### src/rtl/count16_seq_pkg.sv
// Shared definitions for the count16_seq slice: default widths, the count
// type and its terminal value.
package count_pkg;

   localparam int unsigned WIDTH_DEF    = 16;
   localparam int unsigned PEND_W_DEF   = 8;
   localparam int unsigned PRESCALE_DEF = 4;

   typedef logic [WIDTH_DEF-1:0] cnt_t;

   localparam cnt_t CNT_MAX = '1;

endpackage : count_pkg

### src/rtl/count16_wrap_q.sv
// Pending-wrap event counter: saturating up/down count of undelivered wrap
// events, presented to the consumer through a valid/ready handshake.
`default_nettype none
module count16_wrap_q
   import count_pkg::*;
#(
   parameter int unsigned PEND_W = PEND_W_DEF
) (
   input  logic              clk,
   input  logic              rst,
   input  logic              evt,
   input  logic              rdy,
   output logic              vld,
   output logic [PEND_W-1:0] pend,
   output logic              ovf_set
);

   logic [PEND_W-1:0] r_pend;
   logic              w_acc;
   logic              w_full;

   assign vld    = (r_pend != '0);
   assign w_acc  = vld & rdy;
   assign w_full = (r_pend == '1);

   // A simultaneous event and acceptance cancel out, so saturation is only
   // a loss when nothing is leaving the queue this cycle.
   assign ovf_set = evt & ~w_acc & w_full;

   always_ff @(posedge clk) begin
      if (rst) begin
         r_pend <= '0;
      end else if (evt & ~w_acc) begin
         if (!w_full) begin
            r_pend <= r_pend + 1'b1;
         end
      end else if (w_acc & ~evt) begin
         r_pend <= r_pend - 1'b1;
      end
   end

   assign pend = r_pend;

endmodule : count16_wrap_q
`default_nettype wire

### src/rtl/count16_seq.sv
// Count register stage with clr > ld > step priority and wrap-event reporting.
// Optional enable prescaler selected by defining COUNT_PRESCALE_EN.
`default_nettype none
module count16_seq
   import count_pkg::*;
#(
   parameter int unsigned WIDTH    = WIDTH_DEF,
   parameter int unsigned PEND_W   = PEND_W_DEF,
   parameter int unsigned PRESCALE = PRESCALE_DEF
) (
   input  logic              clk,
   input  logic              rst,
   input  logic              clr,
   input  logic              ld,
   input  logic [WIDTH-1:0]  ld_data,
   input  logic              en,
   output logic [WIDTH-1:0]  cnt,
   output logic              tc,
   output logic              wrap_vld,
   input  logic              wrap_rdy,
   output logic [PEND_W-1:0] wrap_pend,
   output logic              ovf
);

   if (PRESCALE < 2) begin : g_prescale_chk
      $error("count16_seq: PRESCALE must be at least 2");
   end

   logic [WIDTH-1:0] r_cnt;
   logic             r_ovf;
   logic             w_tick;
   logic             w_step;
   logic             w_evt;
   logic             w_ovf_set;

`ifdef COUNT_PRESCALE_EN
   localparam int unsigned PS_W = (PRESCALE > 1) ? $clog2(PRESCALE) : 1;

   logic [PS_W-1:0] r_ps;
   logic            w_ps_last;

   assign w_ps_last = (r_ps == PS_W'(PRESCALE - 1));
   assign w_tick    = w_ps_last;

   always_ff @(posedge clk) begin
      if (rst || clr || ld) begin
         r_ps <= '0;
      end else if (en) begin
         r_ps <= w_ps_last ? '0 : r_ps + 1'b1;
      end
   end
`else
   assign w_tick = 1'b1;
`endif

   assign w_step = en & ~clr & ~ld & w_tick;
   assign w_evt  = w_step & (r_cnt == '1);

   always_ff @(posedge clk) begin
      if (rst) begin
         r_cnt <= '0;
      end else if (clr) begin
         r_cnt <= '0;
      end else if (ld) begin
         r_cnt <= ld_data;
      end else if (w_step) begin
         r_cnt <= r_cnt + 1'b1;
      end
   end

   always_ff @(posedge clk) begin
      if (rst || clr) begin
         r_ovf <= 1'b0;
      end else if (w_ovf_set) begin
         r_ovf <= 1'b1;
      end
   end

   count16_wrap_q #(
      .PEND_W (PEND_W)
   ) u_wrap_q (
      .clk     (clk),
      .rst     (rst),
      .evt     (w_evt),
      .rdy     (wrap_rdy),
      .vld     (wrap_vld),
      .pend    (wrap_pend),
      .ovf_set (w_ovf_set)
   );

   assign cnt = r_cnt;
   assign tc  = (r_cnt == '1);
   assign ovf = r_ovf;

endmodule : count16_seq
`default_nettype wire

### config.mk
export PLATFORM = sky130hd
export DESIGN_NAME = count16_seq
export DESIGN_NICKNAME = d
export VERILOG_FILES = /design/src/rtl/count16_seq_pkg.sv /design/src/rtl/count16_wrap_q.sv /design/src/rtl/count16_seq.sv
export SDC_FILE = /design/constraint.sdc
export NUM_CORES = 1
export LEC_CHECK = 0
export CORE_MARGIN = 3
export CORE_UTILIZATION = 50
export DETAILED_ROUTE_END_ITERATION = 8
export MAX_ROUTING_LAYER = met4
export PLACE_DENSITY = 0.82
export SKIP_LAST_GASP = 1
export SYNTH_ARGS = -nofsm -noshare
export SYNTH_HDL_FRONTEND = slang
export SYNTH_SLANG_ARGS = --single-unit
### constraint.sdc
create_clock -name clk -period 4.3 [get_ports clk]
set_input_delay 0.86 -clock clk [delete_from_list [all_inputs] [get_ports clk]]
set_output_delay 0.86 -clock clk [all_outputs]
set_load 0.1 [all_outputs]
Yosys cells after proc, flatten, opt, wreduce, memory -nomap -nowiden
Cells that the tools add are included.
{"block": "op_classes", "add_sub_neg": 3, "n_eq_ne": 3, "mux": 5, "n_bitwise": 11, "n_reduce_logical": 6}
{"operator": "16-bit 2-to-1 mux", "count": 2}
{"operator": "8-bit 2-to-1 mux", "count": 3}
{"operator": "16-bit by 1-bit adder with 16-bit output, second input constant", "count": 1}
{"operator": "16-bit == test, second input constant", "count": 1}
{"operator": "8-bit by 1-bit adder with 8-bit output, second input constant", "count": 1}
{"operator": "8-bit == test, second input constant", "count": 1}
{"operator": "8-bit nonzero test", "count": 1}
{"operator": "8-bit by 1-bit subtractor with 8-bit output, second input constant", "count": 1}
{"operator": "1-bit bitwise AND", "count": 7}
{"operator": "1-bit NOT", "count": 4}
{"operator": "2-bit nonzero test", "count": 2}
{"operator": "2-bit inequality test, second input constant", "count": 1}
{"operator": "2-bit AND reduction", "count": 1}
{"operator": "2-bit OR reduction", "count": 1}
{"operator": "1-bit logical OR", "count": 1}
{"block": "totals", "ff_bits": 25, "inputBits": 22, "out_inout_bits": 27, "elab_cells": 31}

Longest topological paths before layout
{"block": "depth", "word_depth": 8, "ltp_mapped": 12, "ltp_nobuf": 12}

Cells and area by module
From an unflattened synthesis, not the netlist that was laid out.
{"block": "hier_totals", "cells_unflattened": 192, "area_unflattened_um2": 1685.4}
{"module": "count16_seq", "n_inst": 1, "cells_per_inst": 114, "area_per_inst_um2": 1013.5, "seq_area_each_um2": 340.3}
{"module": "count16_wrap_q", "n_inst": 1, "cells_per_inst": 78, "area_per_inst_um2": 671.9, "seq_area_each_um2": 160.2}

Least setup slack after synthesis
Ideal clock, no wire load.
{"block": "synth_path", "kind": "register -> output", "start": "reg r_cnt[0] (netlist: cnt[0])", "end": "out tc", "t_arrival_ps": 3057, "t_required_ps": 3440, "slack_ps": 383, "stages_incl_launch_ff": 5, "path_buffers": 0, "cell_sequence": "dfxtp_1 ha_1 and4_4 nand4_4 nor2_1"}
{"block": "synth_via", "elab_chain_cells": 1}
{"item": "from (decl)", "line_no": "count16_seq.sv:29", "source": "logic [WIDTH-1:0] r_cnt;"}
{"item": "from (signal assigned)", "line_no": "count16_seq.sv:65", "source": "r_cnt <= ld_data;"}
{"item": "from (signal assigned)", "line_no": "count16_seq.sv:67", "source": "r_cnt <= r_cnt + 1'b1;"}
{"item": "16-bit == test", "line_no": "count16_seq.sv:92", "source": "assign tc = (r_cnt == '1);"}
{"item": "to (decl)", "line_no": "count16_seq.sv:18", "source": "output logic tc,"}
No other way between the ends.

Worst setup path in the final report
{"block": "layout_path", "start": "in en", "end": "reg u_wrap_q.r_pend[7] (netlist: u_wrap_q.pend[7])"}
{"block": "layout_via", "elab_chain_cells": 7, "elab_cells_between_ends": 10, "classes_between": "eq/ne: 1; mux: 1; bitwise: 6; reduce/logical: 2"}
{"item": "from (decl)", "line_no": "count16_seq.sv:16", "source": "input logic en,"}
{"item": "1-bit bitwise AND (*) (2 in series)", "line_no": "count16_seq.sv:56", "source": "assign w_step = en & ~clr & ~ld & w_tick;"}
{"item": "1-bit bitwise AND (*)", "line_no": "count16_seq.sv:57", "source": "assign w_evt = w_step & (r_cnt == '1);"}
{"item": "1-bit NOT", "line_no": "count16_wrap_q.sv:37", "source": "end else if (w_acc & ~evt) begin"}
{"item": "1-bit bitwise AND", "line_no": "count16_wrap_q.sv:37"}
{"item": "2-bit nonzero test (no source line)"}
{"item": "2-bit AND reduction (no source line)"}
{"item": "to (signal assigned)", "line_no": "count16_wrap_q.sv:35", "source": "r_pend <= r_pend + 1'b1;"}
{"item": "to (signal assigned)", "line_no": "count16_wrap_q.sv:38", "source": "r_pend <= r_pend - 1'b1;"}
{"item": "to (decl)", "line_no": "count16_wrap_q.sv:18", "source": "logic [PEND_W-1:0] r_pend;"}
Mark *: on every way between the ends. The rest lies on a longest branch, timed or not.
A chain may end at the register's enable or synchronous reset.

==> flow_summary_export.csv <==
group,metric,value,unit
run_status,status,"finished clean",
clock_network,clk_latency,0.32,ns
sta,period_needed,3.47,ns
layout,multi_input_area,1000,sq um
place,dp_cells,256,
critical_path,r2r_setup_slack,1.00,ns
place,hpwl,2970,um
layout,antenna_cells,0,
pwr,power_frac_seq,0.550,
grt,overflow,0,
sta,relSlewSlack,0.343,
detailed_routing,top_layer_used,"met4",
clock_network,cts.sink_count,25,
layout,final_nets,260,
floorplanning,io_pins,49,
grt,grt_pass1_wl,6080,um
synthesis,synthXorXnorAreaFrac,0.113,
clock_network,cts_tree,"built",
synthesis,synth_nets,212,
grt,grt_use_total,0.215,
synthesis,synthSimpleGateAreaFrac,0.280,
sta,finalSetupViolCount,0,
synthesis,synth-seq-area-share,0.323,
layout,nFillCells,241,
synthesis,synthMuxAreaShare,0.106,
pwr,vdd_drop_max,0.000174,V
pwr,pwr-share-comb,0.208,
synthesis,synth.distinct_cells,33,
detailed_routing,totalWireLength,3730,um
place,io_buffers,48,
layout,layout_common_cells,"clkdlybuf4s50_1, nor2_1, dfxtp_1",
clock_network,clk_pin_slew,0.14,ns
synthesis,synth_compound_area_frac,0.0790,
sta,max_freq,289,MHz
critical_path,worstSetupStartpoint,"en",
sta,finalSetupTns,0,ns
critical_path,end_kind,"register",
clock_network,numCtsBuffers,3,
critical_path,r2r_cells,12,
pwr,total_leakage_power,0.797,nW
critical_path,critPathMaxFanout,7,
critical_path,endpoint,"u_wrap_q.pend[7]",
synthesis,async_reset_ff_frac,0,
synthesis,synthCells,182,
critical_path,critPathRequiredTime,4.52,ns
worst_hold_path,min_from,"ovf",
clock_network,cts_resized,0,
critical_path,cp_cell_sequence,"clkdlybuf4s50_1 > nor2b_1 > nand2_1 > nor3_4 > nand2_1 > ha_1 > a21o_1 > nand4_1 > nand4_1 > a31oi_1 > mux2i_1 > mux2_1",
layout,fin_cells,260,
critical_path,r2r-start,"cnt[0]",
grt,grt_pass1_vias,1412,
pwr,internal-power,0.000308,W
synthesis,synth_edf_count,0,
place,gp_congestion,0.874,
detailed_routing,met1_length,1700,um
sta,clock_skew,0.00965,ns
clock_network,h-tree-depth,1,
sta,report.final.slew_viol_count,0,
clock_network,postCtsSetupRepairBufs,0,
synthesis,synth_top_family_by_area,"simple AND/OR/NAND/NOR gates",
synthesis,synthAdderAreaFrac,0.0694,
critical_path,critical_path_class,"input port to register",
critical_path,crit_path_max_incr_delay,0.48,ns
pwr,power.density,214,nW/um^2
detailed_routing,drtAntennaViolNets,0,
pwr,p_sw_frac,0.303,
layout,syn2layout_area_growth,33.1,%
critical_path,start_kind,"input port",
detailed_routing,dr_wl_met3,208,um
synthesis,yosys_warnings,0,
layout,final_common_cell,"clkdlybuf4s50_1",
grt,grt_max_degree,28,
layout,utilization,0.724,
detailed_routing,wl_met2,1800,um
detailed_routing,vias,1460,
synthesis,synth_area,1550,sq um
detailed_routing,vias_per_cell,5.62,
detailed_routing,drtPass1Iterations,4,
detailed_routing,drc,0,
pwr,power.switching,0.000134,W
sta,rsz0062_at_grt,"no",
grt,antenna_found_initial,0,
detailed_routing,drtIter0Drc,68,
layout,seq_area,500,sq um
critical_path,regToRegEndpoint,"u_wrap_q.pend[7]",
clock_network,root_buffer,"clkbuf_4",
floorplanning,dieArea,3810,sq um
floorplanning,die_h,61.7,um
sta,tightest_slew,0.983,ns
floorplanning,rows,19,
layout,drive_gt1_frac,0.0568,
pwr,pwr-share-clk,0.242,
detailed_routing,wl_per_cell,14.4,um
floorplanning,die_x,61.7,um
job,drv_cap,0,
sta,period_share,0.806,
synthesis,ys.flop_type,"dfxtp_1",
synthesis,ys_ff_latch,25,
critical_path,slowest_stage,"clkdlybuf4s50_1",
synthesis,avgSynthCellArea,8.52,sq um
floorplanning,coreArea,2850,sq um
clock_network,cts_buffer_depth,2,
worst_hold_path,min_path_type,"register to register",
floorplanning,start_util,0.544,
clock_network,hold_buffers,0,
critical_path,critPathArrivalTime,3.68,ns
sta,final_hold_viol_count,0,
per-layer routing:
layer	track usage	up-vias
li1	-	733
met1	0.277	672
met2	0.350	51
met3	0.0455	4
met4	0.0455	0
met5	-	-
through the flow:
step           hold WS (ns)  setup WS (ns)  area, sq um  total power [W]
3_5_place_dp          0.509          0.470         2040         0.000340
2_1_floorplan         0.977          0.383         1550         0.000307
6_report              0.540          0.834         2070         0.000442
3_3_place_gp          0.478          0.593         2040         0.000339
5_1_grt               0.550          0.573         2070         0.000462
4_1_cts               0.542          0.823         2070         0.000445
power groups by stage:
stage | Combinational (W) | Clock [W] | Sequential, W
after floorplan | 0.0000249 | 0 | 0.000282
after global placement | 0.0000908 | 0 | 0.000248
after detailed placement | 0.0000919 | 0 | 0.000248
after CTS | 0.0000925 | 0.000110 | 0.000243
after global routing | 0.0000971 | 0.000120 | 0.000244
final | 0.0000920 | 0.000107 | 0.000243
registers in the layout, summed over array words and instances (netlist names):
signal         flops
cnt               16
u_wrap_q.pend      8
ovf                1
critical path, delay by kind of cell:
kind            cells  cell delay [ns]
fa+ha+maj           1             0.33
compound gates      2             0.42
buf+inv             1             0.48
simple gates        6             1.03
mux                 2             0.56
layout make-up:
cell class                 count  share of cell area
multi-input combinational    149               0.486
sequential                    25               0.242
timing repair buffer          50               0.239
tap                           31              0.0188
clock buffer                   4              0.0127
inverter                       1             0.00182
logic make-up (layout without fill, tap and decap cells):
logic type               after synthesis  count (layout)
AO/OA/AOI/OAI                         22              22
XOR/XNOR                              20              20
adder cells (fa/ha/maj)                8               8
buffers and inverters                  8              55
flip-flops                            25              25
multiplexers                          15              15
AND/OR/NAND/NOR                       84              84
cell usage after synthesis, drive strengths merged, types with 3 or more instances:
cell type	number	area share
nor4	4	0.020
mux2i	14	0.098
a21oi	14	0.045
dfxtp	25	0.32
a21o	3	0.015
nor2	36	0.087
nand3	7	0.023
ha	7	0.056
xnor2	10	0.056
nor2b	4	0.016
nand2	13	0.031
xor2	10	0.056
clkbuf	5	0.012
and3	3	0.012
nand4	10	0.050
how the worst min path moves through the flow:
stage	end	depth (start not counted)	slack, ns
global placement	ovf	2	0.48
floorplan	u_wrap_q.pend[7]	2	0.98
global route	ovf	2	0.55
CTS	ovf	2	0.54
detailed placement	ovf	2	0.51
finish	ovf	2	0.54
No activity file was read; power rests on OpenSTA's default activity.
